===== config.mk =====
export PLATFORM = sky130hd
export DESIGN_NAME = pipelined_cla_adder
export DESIGN_NICKNAME = d
export VERILOG_FILES = /design/src/rtl/pipelined_cla_adder.sv
export SDC_FILE = /design/constraint.sdc
export NUM_CORES = 1
export LEC_CHECK = 0
export ABC_AREA = 1
export CAP_MARGIN = 15
export CORE_UTILIZATION = 45
export DETAILED_ROUTE_END_ITERATION = 7
export GPL_ROUTABILITY_DRIVEN = 0
export PLACE_DENSITY = 0.67
export SETUP_SLACK_MARGIN = 0.5
export SYNTH_ARGS = -nofsm -noshare
export SYNTH_HDL_FRONTEND = slang
export SYNTH_SLANG_ARGS = --single-unit

===== constraint.sdc =====
create_clock -name clk -period 7.2 [get_ports clk]
set_input_delay 0.72 -clock clk [delete_from_list [all_inputs] [get_ports clk]]
set_output_delay 0.72 -clock clk [all_outputs]
set_load 0.005 [all_outputs]

===== src/rtl/pipelined_cla_adder.sv =====
// Pipelined WIDTH-bit carry-lookahead add/subtract: one SEG-bit lookahead segment per stage, global valid/ready stall.
// Optional build macro PIPELINED_CLA_SAT_EN: signed saturation of s on overflow, muxed in the last stage.
module pipelined_cla_adder #(
  parameter int unsigned WIDTH = 32,
  parameter int unsigned SEG   = 8
) (
  input  logic             clk,
  input  logic             rst,
  input  logic             in_valid,
  output logic             in_ready,
  input  logic [WIDTH-1:0] a,
  input  logic [WIDTH-1:0] b,
  input  logic             cin,
  input  logic             sub,
  output logic             out_valid,
  input  logic             out_ready,
  output logic [WIDTH-1:0] s,
  output logic             cout,
  output logic             ovf
);

  localparam int unsigned NSEG = (SEG == 0) ? 1 : WIDTH / SEG;

  if (SEG < 1) begin : g_chk_seg
    $error("pipelined_cla_adder: SEG must be at least 1");
  end else if (WIDTH % SEG != 0) begin : g_chk_width
    $error("pipelined_cla_adder: WIDTH must be a multiple of SEG");
  end

  // One enable for the whole pipe: stages only hold when a valid result is stuck at the output.
  logic adv_c;
  assign adv_c    = out_ready | ~out_valid;
  assign in_ready = adv_c;

  // Subtract is A + ~B + 1; cin is ignored in that mode.
  logic [WIDTH-1:0] bx_c;
  logic             c0_c;
  assign bx_c = b ^ {WIDTH{sub}};
  assign c0_c = sub | cin;

  // SEG-bit lookahead segment; returns {carry_out, sum}.
  function automatic logic [SEG:0] seg_add(input logic [SEG-1:0] x,
                                           input logic [SEG-1:0] y,
                                           input logic           ci);
    logic [SEG-1:0] g;
    logic [SEG-1:0] p;
    logic [SEG:0]   c;
    g    = x & y;
    p    = x ^ y;
    c    = '0;
    c[0] = ci;
    for (int i = 0; i < SEG; i++) begin
      c[i+1] = g[i] | (p[i] & c[i]);
    end
    return {c[SEG], p ^ c[SEG-1:0]};
  endfunction

  for (genvar k = 0; k < NSEG; k++) begin : g_stage
    logic [SEG-1:0]       sa_c;
    logic [SEG-1:0]       sb_c;
    logic                 sci_c;
    logic                 sv_c;
    logic [SEG:0]         sr_c;
    logic [(k+1)*SEG-1:0] res_c;

    assign sr_c = seg_add(sa_c, sb_c, sci_c);

    // Segment operands come from the input beat or from the previous stage's skew registers.
    if (k == 0) begin : g_src
      assign sa_c  = a[SEG-1:0];
      assign sb_c  = bx_c[SEG-1:0];
      assign sci_c = c0_c;
      assign sv_c  = in_valid;
      assign res_c = sr_c[SEG-1:0];
    end else begin : g_src
      assign sa_c  = g_stage[k-1].g_reg.a_q[SEG-1:0];
      assign sb_c  = g_stage[k-1].g_reg.b_q[SEG-1:0];
      assign sci_c = g_stage[k-1].g_reg.c_q;
      assign sv_c  = g_stage[k-1].g_reg.v_q;
      assign res_c = {sr_c[SEG-1:0], g_stage[k-1].g_reg.r_q};
    end

    if (k < NSEG - 1) begin : g_reg
      localparam int unsigned HW = WIDTH - (k + 1) * SEG;
      logic                 v_q;
      logic                 c_q;
      logic [(k+1)*SEG-1:0] r_q;
      logic [HW-1:0]        a_q;
      logic [HW-1:0]        b_q;
      logic [HW-1:0]        na_c;
      logic [HW-1:0]        nb_c;

      if (k == 0) begin : g_op
        assign na_c = a[WIDTH-1:SEG];
        assign nb_c = bx_c[WIDTH-1:SEG];
      end else begin : g_op
        assign na_c = g_stage[k-1].g_reg.a_q[HW+SEG-1:SEG];
        assign nb_c = g_stage[k-1].g_reg.b_q[HW+SEG-1:SEG];
      end

      // Stage register: valid, segment carry, finished low result bits, untouched high operands.
      always_ff @(posedge clk or posedge rst) begin
        if (rst) begin
          v_q <= 1'b0;
          c_q <= 1'b0;
          r_q <= '0;
          a_q <= '0;
          b_q <= '0;
        end else if (adv_c) begin
          v_q <= sv_c;
          c_q <= sr_c[SEG];
          r_q <= res_c;
          a_q <= na_c;
          b_q <= nb_c;
        end
      end
    end else begin : g_out
      logic             ovf_c;
      logic [WIDTH-1:0] s_nx_c;

      // Carry into the MSB is recovered from the MSB sum bit and its operands.
      assign ovf_c = sa_c[SEG-1] ^ sb_c[SEG-1] ^ sr_c[SEG-1] ^ sr_c[SEG];

`ifdef PIPELINED_CLA_SAT_EN
      logic [WIDTH-1:0] smin_c;
      always_comb begin
        smin_c           = '0;
        smin_c[WIDTH-1]  = 1'b1;
      end
      assign s_nx_c = !ovf_c      ? res_c  :
                      sa_c[SEG-1] ? smin_c : ~smin_c;
`else
      assign s_nx_c = res_c;
`endif

      // Output register: bubbles clear out_valid but leave the last result in place.
      always_ff @(posedge clk or posedge rst) begin
        if (rst) begin
          out_valid <= 1'b0;
          s         <= '0;
          cout      <= 1'b0;
          ovf       <= 1'b0;
        end else if (adv_c) begin
          out_valid <= sv_c;
          if (sv_c) begin
            s    <= s_nx_c;
            cout <= sr_c[SEG];
            ovf  <= ovf_c;
          end
        end
      end
    end
  end

endmodule

==> out/results.tsv <==
stage	metric	value	unit
floorplan	start_util	0.463	
routing	drt_iter0_drc	334	
routing	wire_per_inst	12.8	microns
place	numPortBuffers	105	
routing	viasPerCell	4.55	
final_layout	fillCellCount	1558	
synthesis	synth.cell_area	8040	sq um
synthesis	synth_common_cells	nand2_1, dfrtp_1, inv_1	
worst_setup_path	startpoint_type	input pin	
worst_setup_path	worst-setup-path-type	input pin to flip-flop	
sta	max_freq	0.204	GHz
sta	hold_viol	0	
sta	period_needed	4.91	ns
routing	via_count	5127	
global_route	grt_util_met2	0.239	
floorplan	dieWidth	136	microns
worst_setup_path	slowest_stage	buf_2	
global_route	grt_pass1_wl	25100	microns
synthesis	synth.distinct_cells	22	
final_layout	syn_to_final_growth	20.0	%
cts	cts_tree	done	
worst_setup_path	max_stage_delay	0.69	ns
floorplan	die-area	18400	sq um
pwr	power.density	416	nW/um^2
pwr	power_leakage	4.57	nW
run	max-cap-violations	0	
cts	hold_buffers	0	
floorplan	ios	106	
global_route	grt_overflow	0	
sta	max_slew_margin	0.367	
synthesis	ys_seq_elements	185	
synthesis	syn_avg_cell_area	9.99	sq um
worst_setup_path	cp_data_required_time	7.51	ns
worst_setup_path	path_max_fanout	33	
global_route	antenna_found_initial	0	
synthesis	synth.top_cells.by_area	dfrtp_1, nand2_1, fa_1, o21ai_1, o21ai_0	
global_route	grt.busiest_layer	met1	
pwr	ir_drop	0.203	mV
global_route	use_met1	0.279	
sta	period_share	0.682	
cts	numCtsBuffers	17	
routing	drc	0	
synthesis	syn_nets	907	
cts	insertion_delay	0.42	ns
cts	postCtsSetupRepairBufs	0	
cts	ctsResizeCount	0	
worst_setup_path	path_cells	buf_2 -> xnor2_1 -> fa_1 -> fa_1 -> fa_1 -> fa_1 -> fa_1 -> fa_1 -> fa_1 -> inv_1 -> fa_1 -> nand2_1 -> nand2_1	
floorplan	coreArea	17400	sq um
worst_hold_path	hp-class	flip-flop to flip-flop	
cts	path_clk_slew	0.07	ns
sta	finalSetupViolations	0	
synthesis	synth_edf_count	0	
cts	h-tree-depth	4	
synthesis	ys.flop_type	dfrtp_1	
final_layout	num_antenna_cells	0	
worst_setup_path	cpMostUsedCell	fa_1	
status	outcome	finished clean	
worst_setup_path	worstPathArrival	5.22	ns
synthesis	synth_warnings	0	
global_route	grt_max_degree	117	
sta	worst_slew_pin_slew	0.950	ns
floorplan	fp.dieH	136	microns
floorplan	rows	48	
sta	fin_skew	0.00685	ns
sta	setup_tns	0	ns
sta	rsz0062_at_grt	no	
final_layout	fin_util	0.555	
worst_setup_path	endpoint_kind	flip-flop	
global_route	groute.usage.overall	0.176	
sta	drv_slew	0	
synthesis	synth-async-reset-ratio	1.00	
global_route	grt_pass1_vias	5020	
cts	ctsRootBufferMaster	clkbuf_16	
final_layout	drive_gt1_frac	0.0565	
place	hpwl	9650	microns
synthesis	yosysMostFrequentCell	nand2_1	
routing	finalWirelength	14400	microns
routing	dr.pass1.iters	4	
final_layout	fin_nets	992	
synthesis	postSynthCellCount	804	
synthesis	yosysSeqAreaShare	0.576	
synthesis	synth_top_cell_area_share	0.576	
cts	clock-sinks	185	
synthesis	yosysTopAreaCell	dfrtp_1	
routing	antenna_left	0	
cts	clockBufferDepth	2	
global_route	gr-usage-met3	0.0423	
[registers in the layout (all words and copies together), names as in the netlist]
signal             cells
g_stage.g_reg.a_q     48
g_stage.g_reg.b_q     48
g_stage.g_reg.r_q     48
s                     32
g_stage.g_reg.c_q      3
g_stage.g_reg.v_q      3
cout                   1
out_valid              1
ovf                    1
[critical path: cells and delay by family]
family                     cells  cell delay [ns]
xor gates and xnor gates       1             0.20
buffers and inverters          2             0.77
and+or+nand+nor                2             0.13
adders and majority gates      8             3.38
[per-stage QoR]
stage / power [mW] / worst slack (ns) / hold WS [ns] / instance area (sq um) / cells
3_3_place_gp: 3.09 / 1.87 / 0.450 / 9070 / 1095
4_1_cts: 4.06 / 2.25 / 0.475 / 9640 / 1127
3_5_place_dp: 3.15 / 1.80 / 0.455 / 9070 / 1095
2_1_floorplan: 2.67 / 1.45 / 0.442 / 8040 / 804
6_report: 4.01 / 2.29 / 0.469 / 9640 / 1127
5_1_grt: 4.36 / 2.05 / 0.496 / 9640 / 1127
[routing by layer]
metal	vias to the layer above	wire length (microns)
li1	2646	-
met1	2390	7760
met2	86	6130
met3	5	445
met4	0	93
met5	-	0
[power by group]
part	leakage [nW]	internal (mW)	total [mW]	switching, mW
clock network	0.266	0.499	0.896	0.397
registers	2.26	1.49	1.72	0.232
logic	2.05	0.610	1.39	0.780
total	4.57	2.60	4.01	1.41
[placed cells by master, fill, tap and decap left out, drive strengths merged]
cell,count
nand3,2
clkbuf,20
ha,1
dfrtp,185
clkinv,3
bufinv,1
clkinvlp,5
nor2,3
fa,32
inv,77
clkdlybuf4s50,104
buf,5
o21ai,124
xor2,1
xnor2,31
nand2,308
[final cells by class]
class,count,area (sq um),share of cell area
Sequential cell,185,4630,0.480
Multi-Input combinational cell,502,2790,0.289
Timing Repair Buffer,109,1080,0.112
Clock buffer,20,457,0.0474
Inverter,74,290,0.0301
Tap cell,225,282,0.0292
Clock inverter,12,116,0.0121
[cell families (layout without fill, tap and decap cells)]
group,count (synthesis),count (layout),share of synthesized area
AO/OA/AOI/OAI,124,124,0.0805
adder cells (fa/ha/maj),33,33,0.0813
AND/OR/NAND/NOR,313,313,0.150
XOR/XNOR,32,32,0.0349
flip-flops,185,185,0.576
buffers and inverters,117,215,0.0768
[path summary, 6_finish.rpt]
| path | from | to | slack (ns) | cells after the start |
|---|---|---|---|---|
| worst max-delay path | sub | g_stage[0].g_reg.r_q[7]$_DFFE_PP0N_ | 2.29 | 13 |
| worst min-delay path | s[4]$_DFFE_PP0P_ | s[4]$_DFFE_PP0P_ | 0.47 | 2 |
| worst max register to register | g_stage[2].g_reg.a_q[0]$_DFFE_PP0N_ | ovf$_DFFE_PP0P_ | 3.10 | 17 |
| worst min register to register | s[4]$_DFFE_PP0P_ | s[4]$_DFFE_PP0P_ | 0.47 | 2 |
| max in group asynchronous | rst | s[1]$_DFFE_PP0P_ | 4.96 | 3 |
| min in group asynchronous | rst | g_stage[0].g_reg.b_q[2]$_DFFE_PP0N_ | 0.86 | 2 |
Note: power is estimated with default switching activity, not from simulation.
